### src/rtl/piso_serializer_pkg.sv
// Shared types and helpers for the parallel-in/serial-out serializer.
// Modules derive their own counter width from WIDTH; CNT_W is the default-width value.
package piso_serializer_pkg;

  typedef enum logic {
    IDLE  = 1'b0,
    SHIFT = 1'b1
  } state_e;

  localparam int unsigned DEF_WIDTH = 8;
  localparam int unsigned CNT_W     = $clog2(DEF_WIDTH);

  // Bit that goes out first for a word of the given width and bit order.
  function automatic logic head_bit(input logic [31:0] word, input int unsigned width,
                                    input bit msb_first);
    return msb_first ? word[5'(width - 1)] : word[0];
  endfunction

endpackage

### src/rtl/ser_bit_counter.sv
// Mod-WIDTH bit index counter with load and enable; last flags the terminal count.
module ser_bit_counter #(
  parameter int unsigned WIDTH = 8
) (
  input  logic                     clk,
  input  logic                     rst,
  input  logic                     load,
  input  logic                     en,
  output logic [$clog2(WIDTH)-1:0] cnt,
  output logic                     last
);

  localparam int unsigned CntW = $clog2(WIDTH);
  localparam logic [CntW-1:0] CntMax = CntW'(WIDTH - 1);

  logic [CntW-1:0] cnt_d, cnt_q;
  logic            last_d, last_q;

  always_comb begin
    cnt_d = cnt_q;
    if (load) begin
      cnt_d = '0;
    end else if (en) begin
      cnt_d = (cnt_q == CntMax) ? '0 : cnt_q + 1'b1;
    end
    last_d = (cnt_d == CntMax);
  end

  always_ff @(posedge clk) begin
    if (rst) begin
      cnt_q  <= '0;
      last_q <= 1'b0;
    end else begin
      cnt_q  <= cnt_d;
      last_q <= last_d;
    end
  end

  assign cnt  = cnt_q;
  assign last = last_q;

endmodule

### src/rtl/piso_serializer.sv
// Parallel-in/serial-out serializer: accepts a word on valid/ready and shifts it out one
// bit per bit_en, with back-to-back words joined seamlessly at the word boundary.
module piso_serializer
  import piso_serializer_pkg::*;
#(
  parameter int unsigned WIDTH     = 8,
  parameter bit          MSB_FIRST = 1'b1,
  parameter logic        IDLE_BIT  = 1'b0
) (
  input  logic             clk,
  input  logic             rst,
  input  logic [WIDTH-1:0] par_in,
  input  logic             par_valid,
  output logic             par_ready,
  input  logic             bit_en,
  output logic             ser_out,
  output logic             ser_valid,
  output logic             last,
  output logic             busy
);

  localparam int unsigned CntW = $clog2(WIDTH);
  localparam logic [CntW-1:0] CntMax = CntW'(WIDTH - 1);

  state_e          state_d, state_q;
  logic [WIDTH-1:0] shift_q;
  logic            ser_out_q;
  logic [CntW-1:0] cnt;
  logic            cnt_at_max;
  logic            accept;
  logic            advance;
  logic            final_bit;

  assign cnt_at_max = (cnt == CntMax);
  assign accept     = par_valid & par_ready;
  assign advance    = (state_q == SHIFT) & bit_en;
  assign final_bit  = advance & cnt_at_max;

  always_ff @(posedge clk) begin
    if (rst) begin
      state_q <= IDLE;
    end else begin
      state_q <= state_d;
    end
  end

  always_comb begin
    state_d = state_q;
    unique case (state_q)
      IDLE:    if (accept) state_d = SHIFT;
      SHIFT:   if (final_bit) state_d = accept ? SHIFT : IDLE;
      default: state_d = IDLE;
    endcase
  end

  always_comb begin
    par_ready = 1'b0;
    busy      = 1'b0;
    unique case (state_q)
      IDLE:  par_ready = !rst;
      SHIFT: begin
        par_ready = !rst & cnt_at_max & bit_en;
        busy      = 1'b1;
      end
      default: ;
    endcase
  end

  // shift_q always holds the bits not yet on ser_out, next bit at the head position.
  always_ff @(posedge clk) begin
    if (rst) begin
      shift_q   <= '0;
      ser_out_q <= IDLE_BIT;
    end else if (accept) begin
      shift_q   <= MSB_FIRST ? (par_in << 1) : (par_in >> 1);
      ser_out_q <= head_bit(32'(par_in), WIDTH, MSB_FIRST);
    end else if (final_bit) begin
      ser_out_q <= IDLE_BIT;
    end else if (advance) begin
      shift_q   <= MSB_FIRST ? (shift_q << 1) : (shift_q >> 1);
      ser_out_q <= head_bit(32'(shift_q), WIDTH, MSB_FIRST);
    end
  end

  ser_bit_counter #(
    .WIDTH(WIDTH)
  ) u_cnt (
    .clk (clk),
    .rst (rst),
    .load(accept),
    .en  (advance & ~accept),
    .cnt (cnt),
    .last(last)
  );

  assign ser_out   = ser_out_q;
  assign ser_valid = busy;

endmodule

### config.mk
export PLATFORM = sky130hd
export DESIGN_NAME = piso_serializer
export DESIGN_NICKNAME = d
export VERILOG_FILES = /design/src/rtl/piso_serializer_pkg.sv /design/src/rtl/ser_bit_counter.sv /design/src/rtl/piso_serializer.sv
export SDC_FILE = /design/constraint.sdc
export NUM_CORES = 1
export LEC_CHECK = 0
export BUFFER_PORTS_ARGS = -buffer_cell sky130_fd_sc_hd__buf_2
export CAP_MARGIN = 20
export CELL_PAD_IN_SITES_DETAIL_PLACEMENT = 1
export CELL_PAD_IN_SITES_GLOBAL_PLACEMENT = 1
export CORE_UTILIZATION = 40
export CTS_BUF_LIST = sky130_fd_sc_hd__clkbuf_16
export CTS_CLUSTER_DIAMETER = 40
export DETAILED_ROUTE_END_ITERATION = 10
export HOLD_SLACK_MARGIN = 0.03
export PLACE_DENSITY = 0.85
export SLEW_MARGIN = 20
export SYNTH_ARGS = -nofsm -noshare
export SYNTH_HDL_FRONTEND = slang
export SYNTH_SLANG_ARGS = --single-unit
export TNS_END_PERCENT = 1
### constraint.sdc
create_clock -name clk -period 4.7 [get_ports clk]
set_input_delay 0.94 -clock clk [delete_from_list [all_inputs] [get_ports clk]]
set_output_delay 0.94 -clock clk [all_outputs]
set_load 0.03 [all_outputs]
==> flow_metrics.env <==
export IMPL_status="finished clean"
export IMPL_worstHoldStart="ser_out"
export IMPL_synth_area_per_cell_sq_um=9.87
export IMPL_drive_gt1_frac=0.310
export IMPL_cts_setup_buffers=0
export IMPL_p_leak_nw=0.381
export IMPL_finalCritPeriodShare=0.549
export IMPL_cts_sinks=13
export IMPL_crit_required_ps=3760
export IMPL_critPathSlowestCell="a21boi_4"
export IMPL_power_total_w=0.000327
export IMPL_syn2layout_area_growth_pct=18.2
export IMPL_core_sq_um=1730
export IMPL_drt_wl_total_mm=1.79
export IMPL_worstSetupEndpointType="primary output"
export IMPL_numCtsBuffers=3
export IMPL_die_area_sq_um=2000
export IMPL_synth_distinct_cells=29
export IMPL_fin_setup_tns_ps=0
export IMPL_hp_class="reg -> reg"
export IMPL_hold_end="ser_out"
export IMPL_die_w_microns=44.7
export IMPL_placed_area_sq_um=785
export IMPL_power_frac_seq=0.371
export IMPL_max_freq_mhz=388
export IMPL_pwr_share_comb=0.129
export IMPL_grtUsageTotal=0.202
export IMPL_worstMarginPinSlew_ps=599
export IMPL_vias_per_cell=5.54
export IMPL_cts_hold_buf=0
export IMPL_p_sw_w=0.0000811
export IMPL_drtAntennaViolNets=0
export IMPL_vias=621
export IMPL_p_int_w=0.000246
export IMPL_drc=0
export IMPL_grt_antenna_before_repair=0
export IMPL_drv_slew=0
export IMPL_netlist_area_sq_um=731
export IMPL_start_util=0.423
export IMPL_min_path_cells=2
export IMPL_r2r_end="u_cnt.cnt[0]"
export IMPL_hold_viol_final=0
export IMPL_crit_family="buffers and inverters"
export IMPL_synth_top_cell_area_share=0.356
export IMPL_synth_seq_area_share=0.356
export IMPL_clkTransAtPathRegs_ps=50
export IMPL_post_cts_resize_count=0
export IMPL_preCtsSetupSlack_ps=2130
export IMPL_syn_nets=88
export IMPL_power_density_nw_per_um2=379
export IMPL_dr_pass1_iters=4
export IMPL_grt_ovfl_total=0
export IMPL_dp_hpwl_mm=1.12
export IMPL_fp_row_count=15
export IMPL_antennaDiodeCount=0
export IMPL_irDropWorstVdd_mv=0.181
export IMPL_fin_ws_ps=2120
export IMPL_wl_per_cell_microns=15.9
export IMPL_p_sw_frac=0.248
export IMPL_layout_nets=102
export IMPL_ys_warn_count=0
export IMPL_clock_path_buffers=2
export IMPL_netlist_instances=74
export IMPL_wl_met3_microns=42
export IMPL_path_buf_inv=2
export IMPL_grt_pass1_wl_mm=2.82
export IMPL_setup_viol=0
export IMPL_io_pins=17
export IMPL_yosys_area_top_type="dfxtp_1"
export IMPL_timing_rr_start="u_cnt.cnt[1]"
export IMPL_clockPowerShare=0.500
export IMPL_r2r_cells=5
export IMPL_final_cell_mix="buf_2 (16), dfxtp_1 (13), mux2i_1 (7), nor3_1 (7), a211oi_2 (6)"
export IMPL_port_buffers=16
export IMPL_cp_max_fo=11
export IMPL_cp_slowest_stage_delay_ps=290
export IMPL_die_h_microns=44.7
export IMPL_routed_top_layer="met4"
export IMPL_slew_headroom=0.601
export IMPL_fin_area_sq_um=863
export IMPL_path_cells="buf_2, a21boi_4, nor2_1, buf_2"
export IMPL_root_buffer="clkbuf_16"
export IMPL_cts_tree="yes"
export IMPL_grt_max_degree=17
export IMPL_ff2ff_setup_slack_ps=2730
export IMPL_grt_pass1_vias=614
export IMPL_drt_iter0_drc=21
export IMPL_clock_latency_ps=250
export IMPL_ys_seq_elements=13
export IMPL_drv_cap=0
export IMPL_place_gp_congestion=0.778
export IMPL_arrival_ps=1640
export IMPL_synthTopCellsByArea="dfxtp_1 (36%), a211oi_2 (10%), mux2i_1 (9.6%)"
export IMPL_route_met2_wl_microns=940
export IMPL_path_common_cell="buf_2"
export IMPL_mostFrequentLayoutCell="buf_2"
export IMPL_cp_start_kind="input pin"
export IMPL_skew_ps=1.09
export IMPL_met1Wirelength_microns=768
export IMPL_critPathLaunch="bit_en"
export IMPL_worstSetupPathType="in -> out"
export IMPL_period_minus_slack_ps=2580
export IMPL_cts_max_level=1
export IMPL_fillCellCount=210
export IMPL_rsz0062_at_grt="false"
flip-flops by register name (all words and copies together), names as in the netlist:
name	flops
shift_q	7
ser_out	1
u_cnt.cnt	3
state_q	1
u_cnt.last	1
cell type report:
class	instances	area, sq um	share of cell area
multi-input cells	53	409	0.474
flip-flops and latches	13	260	0.301
repair buffers	16	80.1	0.0928
clock buffers	3	75.1	0.0870
well taps	25	31.3	0.0362
clock inverters	1	3.75	0.00435
inverters	1	3.75	0.00435
routing by layer:
metal	vias up	track usage
met2	10	0.347
met1	306	0.239
li1	301	-
met5	-	0
met3	4	0.0360
met4	0	0.109
Yosys cell counts:
library cell	count
dfxtp_1	13
mux2i_1	7
nor3_1	7
a211oi_2	6
nor2_1	4
buf_6	3
nand3_1	3
a21oi_1	2
a31oi_1	2
buf_4	2
ha_1	2
nand2_1	2
nand2b_1	2
nand3b_1	2
nand4_1	2
or3b_1	2
a2111oi_1	1
a21boi_1	1
a21boi_4	1
a21o_1	1
and3_1	1
and3b_2	1
buf_2	1
clkbuf_1	1
inv_1	1
nor3b_1	1
o211ai_1	1
o21ai_0	1
or2_0	1
worst min-delay path, stage by stage (launching register included):
cell	delay, ps
dfxtp_1	300
nand3_1	60
a31oi_1	70
power by group through the flow:
stage | logic (W) | registers [W] | clock network, W
after global routing | 0.0000460 | 0.000122 | 0.000164
after floorplan | 0.0000317 | 0.000124 | 0
after CTS | 0.0000427 | 0.000121 | 0.000161
final | 0.0000423 | 0.000121 | 0.000164
after global placement | 0.0000402 | 0.000123 | 0
after detailed placement | 0.0000412 | 0.000123 | 0
cells by family after synthesis:
group	count (synthesis)	share of synthesized area
adders and majority gates	2	0.0342
and+or+nand+nor	28	0.219
muxes	7	0.0959
DFF	13	0.356
buffers and inverters	8	0.0839
AOI/OAI and AO/OA	16	0.211
worst max-delay path by stage:
stage,to,slack (ps),depth (start not counted)
after global routing,par_ready,2060,4
after detailed placement,par_ready,2130,4
after CTS,par_ready,2110,4
final,par_ready,2120,4
after floorplan,par_ready,2150,2
after global placement,par_ready,2150,4
metrics by stage:
stage                     hold WS [ps]  utilization  instances
after floorplan                    466            -         74
after global placement             480        0.454        108
after detailed placement           487        0.454        108
after CTS                          493        0.500        112
after global routing               505        0.500        112
final                              490        0.500        112
(Power assumes the default switching activity.)
